`src/rtl/cplx_mac_pkg.sv`:
```
// Shared types, default parameters and the saturation helper for the
// multi-channel complex MAC.
package cplx_mac_pkg;

  localparam int AW_DEF    = 18;
  localparam int BW_DEF    = 18;
  localparam int PW_DEF    = 48;
  localparam int OW_DEF    = 32;
  localparam int SHIFT_DEF = 0;
  localparam int NCH_DEF   = 4;

  // Widest accumulator the saturation helper can handle
  localparam int MAXW = 128;

  typedef logic signed [MAXW-1:0] wide_t;

  typedef struct packed {
    wide_t re;
    wide_t im;
  } cplx_wide_t;

  // Clamp v into the signed range of an ow-bit number; clip reports clamping
  function automatic wide_t saturate(input wide_t v, input int ow, output logic clip);
    wide_t hi;
    wide_t lo;
    wide_t res;
    hi = (wide_t'(1) <<< (ow - 1)) - wide_t'(1);
    lo = -hi - wide_t'(1);
    clip = 1'b0;
    res = v;
    if (v > hi) begin
      res = hi;
      clip = 1'b1;
    end else if (v < lo) begin
      res = lo;
      clip = 1'b1;
    end
    return res;
  endfunction

endpackage

```
`src/rtl/cplx_mac_multi_mul.sv`:
```
// Two-stage complex multiplier: registered operands, then registered
// exact real/imaginary products at AW+BW+1 bits.
module cplx_mul_pipe
  import cplx_mac_pkg::*;
#(
  parameter int AW = AW_DEF,
  parameter int BW = BW_DEF,
  localparam int MW = AW + BW + 1
) (
  input  logic                 clk,
  input  logic                 rst_n,
  input  logic                 en,
  input  logic signed [AW-1:0] ar,
  input  logic signed [AW-1:0] ai,
  input  logic signed [BW-1:0] br,
  input  logic signed [BW-1:0] bi,
  output logic signed [MW-1:0] re,
  output logic signed [MW-1:0] im
);

  logic signed [AW-1:0] a_r, a_i;
  logic signed [BW-1:0] b_r, b_i;
  logic signed [MW-1:0] p_rr, p_ii, p_ri, p_ir;

  always_ff @(posedge clk or negedge rst_n) begin
    if (!rst_n) begin
      a_r <= '0;
      a_i <= '0;
      b_r <= '0;
      b_i <= '0;
    end else if (en) begin
      a_r <= ar;
      a_i <= ai;
      b_r <= br;
      b_i <= bi;
    end
  end

  // Every partial product fits in AW+BW bits, so MW-bit arithmetic is exact
  always_comb begin
    p_rr = MW'(a_r) * MW'(b_r);
    p_ii = MW'(a_i) * MW'(b_i);
    p_ri = MW'(a_r) * MW'(b_i);
    p_ir = MW'(a_i) * MW'(b_r);
  end

  always_ff @(posedge clk or negedge rst_n) begin
    if (!rst_n) begin
      re <= '0;
      im <= '0;
    end else begin
      re <= p_rr - p_ii;
      im <= p_ri + p_ir;
    end
  end

endmodule

```
`src/rtl/cplx_mac_multi.sv`:
```
// Multi-channel interleaved complex multiply-accumulate, 4-cycle result latency.
// Define CPLX_MAC_SAT_EN to saturate outputs and report clipping on ovf.
module cplx_mac_multi
  import cplx_mac_pkg::*;
#(
  parameter int AW    = AW_DEF,
  parameter int BW    = BW_DEF,
  parameter int PW    = PW_DEF,
  parameter int OW    = OW_DEF,
  parameter int SHIFT = SHIFT_DEF,
  parameter int NCH   = NCH_DEF,
  localparam int CW   = (NCH > 1) ? $clog2(NCH) : 1
) (
  input  logic                 clk,
  input  logic                 rst_n,
  input  logic                 in_valid,
  input  logic                 in_first,
  input  logic                 in_last,
  input  logic [CW-1:0]        in_ch,
  input  logic signed [AW-1:0] ar,
  input  logic signed [AW-1:0] ai,
  input  logic signed [BW-1:0] br,
  input  logic signed [BW-1:0] bi,
  output logic                 out_valid,
  output logic [CW-1:0]        out_ch,
  output logic signed [OW-1:0] pr,
  output logic signed [OW-1:0] pi,
  output logic                 ovf
);

  localparam int MW = AW + BW + 1;
  localparam logic [CW:0] NCH_V = (CW + 1)'(NCH);

  if (PW < AW + BW + 1) begin : g_err_pw
    $error("cplx_mac_multi: PW must be at least AW+BW+1");
  end
  if (OW > PW) begin : g_err_ow
    $error("cplx_mac_multi: OW must not exceed PW");
  end
  if (SHIFT > PW - OW) begin : g_err_shift
    $error("cplx_mac_multi: SHIFT must not exceed PW-OW");
  end
  if (NCH < 1) begin : g_err_nch
    $error("cplx_mac_multi: NCH must be at least 1");
  end
  if (PW > MAXW) begin : g_err_maxw
    $error("cplx_mac_multi: PW exceeds supported width");
  end

  logic                 in_ok;
  logic                 v1, first1, last1;
  logic [CW-1:0]        ch1;
  logic                 v2, first2, last2;
  logic [CW-1:0]        ch2;
  logic signed [MW-1:0] prod_re, prod_im;

  // Out-of-range channels never enter the pipeline
  assign in_ok = in_valid && ({1'b0, in_ch} < NCH_V);

  always_ff @(posedge clk or negedge rst_n) begin
    if (!rst_n) begin
      v1     <= 1'b0;
      first1 <= 1'b0;
      last1  <= 1'b0;
      ch1    <= '0;
      v2     <= 1'b0;
      first2 <= 1'b0;
      last2  <= 1'b0;
      ch2    <= '0;
    end else begin
      v1 <= in_ok;
      if (in_ok) begin
        first1 <= in_first;
        last1  <= in_last;
        ch1    <= in_ch;
      end
      v2     <= v1;
      first2 <= first1;
      last2  <= last1;
      ch2    <= ch1;
    end
  end

  cplx_mul_pipe #(
    .AW(AW),
    .BW(BW)
  ) u_mul (
    .clk  (clk),
    .rst_n(rst_n),
    .en   (in_ok),
    .ar   (ar),
    .ai   (ai),
    .br   (br),
    .bi   (bi),
    .re   (prod_re),
    .im   (prod_im)
  );

  logic signed [PW-1:0] acc_re [NCH];
  logic signed [PW-1:0] acc_im [NCH];
  logic signed [PW-1:0] base_re, base_im, sum_re, sum_im;
  logic                 s3_valid;
  logic [CW-1:0]        s3_ch;
  logic signed [PW-1:0] s3_re, s3_im;

  always_comb begin
    base_re = '0;
    base_im = '0;
    if (!first2) begin
      base_re = acc_re[ch2];
      base_im = acc_im[ch2];
    end
    sum_re = base_re + PW'(prod_re);
    sum_im = base_im + PW'(prod_im);
  end

  // Read-modify-write in one cycle lets a channel take samples back to back
  always_ff @(posedge clk or negedge rst_n) begin
    if (!rst_n) begin
      for (int i = 0; i < NCH; i++) begin
        acc_re[i] <= '0;
        acc_im[i] <= '0;
      end
      s3_valid <= 1'b0;
      s3_ch    <= '0;
      s3_re    <= '0;
      s3_im    <= '0;
    end else begin
      s3_valid <= v2 && last2;
      if (v2) begin
        acc_re[ch2] <= sum_re;
        acc_im[ch2] <= sum_im;
      end
      if (v2 && last2) begin
        s3_ch <= ch2;
        s3_re <= sum_re;
        s3_im <= sum_im;
      end
    end
  end

  logic signed [OW-1:0] post_re, post_im;
  logic                 s4_valid;
  logic [CW-1:0]        s4_ch;
  logic signed [OW-1:0] s4_re, s4_im;

`ifdef CPLX_MAC_SAT_EN
  cplx_wide_t shifted;
  logic       clip_re, clip_im;
  logic       post_ovf;
  logic       s4_ovf;

  always_comb begin
    shifted.re = wide_t'(s3_re) >>> SHIFT;
    shifted.im = wide_t'(s3_im) >>> SHIFT;
    clip_re    = 1'b0;
    clip_im    = 1'b0;
    post_re    = OW'(saturate(shifted.re, OW, clip_re));
    post_im    = OW'(saturate(shifted.im, OW, clip_im));
    post_ovf   = clip_re || clip_im;
  end
`else
  always_comb begin
    post_re = OW'(s3_re >>> SHIFT);
    post_im = OW'(s3_im >>> SHIFT);
  end
`endif

  always_ff @(posedge clk or negedge rst_n) begin
    if (!rst_n) begin
      s4_valid <= 1'b0;
      s4_ch    <= '0;
      s4_re    <= '0;
      s4_im    <= '0;
`ifdef CPLX_MAC_SAT_EN
      s4_ovf   <= 1'b0;
`endif
    end else begin
      s4_valid <= s3_valid;
      if (s3_valid) begin
        s4_ch <= s3_ch;
        s4_re <= post_re;
        s4_im <= post_im;
`ifdef CPLX_MAC_SAT_EN
        s4_ovf <= post_ovf;
`endif
      end
    end
  end

  // Result fields hold their last value between strobes
  always_ff @(posedge clk or negedge rst_n) begin
    if (!rst_n) begin
      out_valid <= 1'b0;
      out_ch    <= '0;
      pr        <= '0;
      pi        <= '0;
`ifdef CPLX_MAC_SAT_EN
      ovf       <= 1'b0;
`endif
    end else begin
      out_valid <= s4_valid;
      if (s4_valid) begin
        out_ch <= s4_ch;
        pr     <= s4_re;
        pi     <= s4_im;
`ifdef CPLX_MAC_SAT_EN
        ovf    <= s4_ovf;
`endif
      end
    end
  end

`ifndef CPLX_MAC_SAT_EN
  assign ovf = 1'b0;
`endif

endmodule

```
`config.mk`:
```
export PLATFORM = sky130hd
export DESIGN_NAME = cplx_mac_multi
export DESIGN_NICKNAME = d
export VERILOG_FILES = /design/src/rtl/cplx_mac_pkg.sv /design/src/rtl/cplx_mac_multi_mul.sv /design/src/rtl/cplx_mac_multi.sv
export SDC_FILE = /design/constraint.sdc
export NUM_CORES = 2
export LEC_CHECK = 0
export ABC_AREA = 0
export BUFFER_PORTS_ARGS = -buffer_cell sky130_fd_sc_hd__buf_2
export CAP_MARGIN = 20
export CORE_MARGIN = 1
export CORE_UTILIZATION = 45
export DETAILED_ROUTE_END_ITERATION = 7
export SLEW_MARGIN = 10
export SYNTH_ARGS = -nofsm -noshare
export SYNTH_HDL_FRONTEND = slang
export SYNTH_SLANG_ARGS = --single-unit
```
`constraint.sdc`:
```
create_clock -name clk -period 7.1 [get_ports clk]
set_input_delay 2.13 -clock clk [delete_from_list [all_inputs] [get_ports clk]]
set_output_delay 2.13 -clock clk [all_outputs]
set_load 0.02 [all_outputs]
```
==> flow_metrics.tcl <==
set metrics [dict create \
    status "finished with violations" \
    violations "setup timing" \
    port_buffers 145 \
    tightest_slew_ns 0.9865 \
    dr.pass1.iters 5 \
    critPathKind "reg -> reg" \
    crit_top_cell "fa_1" \
    antenna_found_initial 19 \
    htree_levels 3 \
    start_kind "flop" \
    cts_root_buf "clkbuf_16" \
    avgRoutedWirePerCell_um 18.79 \
    overflow 0 \
    drt_iter0_drc 3025 \
    arrival_ns 8.46 \
    finalNonFillerCells 10390 \
    chipWidth_um 404.7 \
    rsz0062_at_grt "true" \
    place_congestion 0.8848 \
    nFillCells 14540 \
    grt_max_degree 116 \
    die-height_um 404.7 \
    yosysMostFrequentCell "inv_1" \
    period_minus_slack_ns 7.867 \
    yosysTopAreaCell "fa_1" \
    finalClockSkew_ns 0.06415 \
    vias 52720 \
    r2r_setup_slack_ns -0.77 \
    slowest_delay_ns 0.56 \
    track_usage_pct 24.67 \
    dieArea_sq_um 163700 \
    clkSlewWorstSetupHoldPaths_ns 0.06 \
    crit_path_max_fanout 15 \
    finalHoldViolations 0 \
    num_rows 147 \
    ys.flop_type "dfrtp_1" \
    ios 147 \
    synthesis.area_sq_um 72960 \
    cp.required_ns 7.69 \
    synth_common_cells "1417 x inv_1, 1188 x fa_1, 902 x nand2_1" \
    yosys_warnings 0 \
    synth_nets 9221 \
    ys_seq_area_share_pct 20.68 \
    start_util_pct 45.39 \
    max_cap_violations 0 \
    vias_per_cell 5.075 \
    cp-end-kind "flop" \
    synth.top_cell.area_share_pct 32.60 \
    synth.avg_cell_area_sq_um 9.757 \
    setup_ws_ns -0.7667 \
    nNetsFinal 9914 \
    synth-seq-cells 603 \
    clock_sinks 603 \
    drc 0 \
    cts_inserted_buffers 75 \
    fmax_ghz 0.1271 \
    setup_viol 19 \
    syn_to_final_growth_pct 18.71 \
    drt.antenna.violating_nets 0 \
    tritoncts "built" \
    grt_pass1_vias 56060 \
    min_period_over_period_pct 110.8 \
    min_path_type "reg -> reg" \
    crit_buf_inv 5 \
    drive_above_1_share_pct 21.12 \
    dp.cells 10200 \
    crit_slowest_cell "fa_1" \
    core_area_sq_um 160800 \
    async_flop_share_pct 100.0 \
    syn_inst 7478 \
    drt_wl_total_mm 195.2 \
    grt_pass1_wl_mm 314.6 \
    synth_cell_type_count 83 \
    synth_edf_count 0 \
    clock_latency_ns 0.71 \
    finalMaxSlewViolations 0 \
    synth_area_leaders "fa_1 33%, dfrtp_1 21%, ha_1 8.2%" \
    hpwl_mm 158.1 \
    ctsLongestPathBuffers 3 \
    timing.slew.headroom_pct 34.23 \
    cp_top_family "adder cells" \
]
-- worst paths after layout --
kind	start	end	cells past startpoint
setup / recovery	u_mul.b_i[0]	u_mul.re[31]	33
hold reg to reg	v1	v2	0
max in group asynchronous	rst_n	u_mul.b_r[12]	2
setup reg to reg	u_mul.b_i[0]	u_mul.re[31]	33
min in group asynchronous	rst_n	acc_im[154]	1
hold / removal	v1	v2	0
-- layout make-up --
class / instances / area [sq um] / area share (%)
clock buffers: 91 / 2058 / 2.376
well taps: 2160 / 2703 / 3.120
inverters: 1418 / 5323 / 6.145
clock inverters: 43 / 516.7 / 0.5966
repair buffers: 1001 / 8159 / 9.420
multi-input cells: 5072 / 52740 / 60.89
flip-flops and latches: 603 / 15120 / 17.45
diodes: 1 / 2.502 / 0.002889
-- placed cells by master, fill, tap and decap left out, types with 35 or more instances in the layout --
master	count
xnor2_1	177
nor2b_1	84
nand2_1	896
o21ai_0	348
nand2b_1	50
ha_1	437
buf_12	59
buf_4	732
o21a_1	35
a21oi_1	103
and2_1	703
a21oi_2	46
a21o_1	84
buf_6	56
inv_1	1393
buf_2	144
clkbuf_16	77
dfrtp_1	584
mux4_2	62
mux2_2	216
fa_1	1168
xor2_1	72
nor2_1	126
-- cells by family (layout without fill, tap and decap cells) --
kind of cell	after synthesis	count (layout)	share of synthesized area, %
other cells	1	2	0.005140
mux	281	281	5.289
flops	603	603	20.68
fa+ha+maj	1664	1664	40.76
buf+inv	1803	2553	9.293
xor+xnor	280	280	3.392
simple gates	2015	2015	13.67
compound gates	831	831	6.908
-- flip-flops by register name (all words and copies together) (netlist names), 18 cells and up --
| name | flops |
|---|---|
| acc_im | 128 |
| acc_re | 128 |
| pi | 32 |
| pr | 32 |
| s3_im | 32 |
| s3_re | 32 |
| s4_im | 32 |
| s4_re | 32 |
| u_mul.im | 32 |
| u_mul.re | 32 |
| u_mul.a_i | 18 |
| u_mul.a_r | 18 |
| u_mul.b_i | 18 |
| u_mul.b_r | 18 |
-- through the flow --
| step | util, % | setup WS, ns | area [sq um] | hold WS, ns | TNS (ns) |
|---|---|---|---|---|---|
| final | 53.88 | -0.7667 | 86610 | 0.3509 | -7.207 |
| after global placement | 50.94 | -0.8022 | 81890 | 0.3337 | -10.83 |
| after floorplan | - | -0.3573 | 73440 | 0.3312 | -0.4047 |
| after CTS | 53.22 | -0.7531 | 85550 | 0.3524 | -6.742 |
| after global routing | 53.88 | -1.069 | 86610 | 0.3569 | -13.23 |
| after detailed placement | 50.94 | -0.9679 | 81890 | 0.3378 | -12.93 |
-- what timing repair did --
item,in CTS,in global routing
setup buffers,33,38
pin swaps,88,159
hold buffers,0,0
endpoints found under the setup margin,28,30
gates resized for setup,200,194
endpoints found under the hold margin,0,0
gates cloned,0,1
-- per-layer routing --
| metal | up-vias | part of all wire [%] | track usage (%) | routed length (um) |
|---|---|---|---|---|
| li1 | 24240 | - | - | - |
| met2 | 1254 | 46 | 38.79 | 89050 |
| met1 | 26970 | 46 | 35.26 | 88890 |
| met5 | - | 0.070 | 0 | 137 |
| met3 | 239 | 5.6 | 3.624 | 10910 |
| met4 | 18 | 3.2 | 7.449 | 6232 |
Power is not shown: default switching activity piles up to over one toggle a cycle in this logic, so the estimate is an artifact.
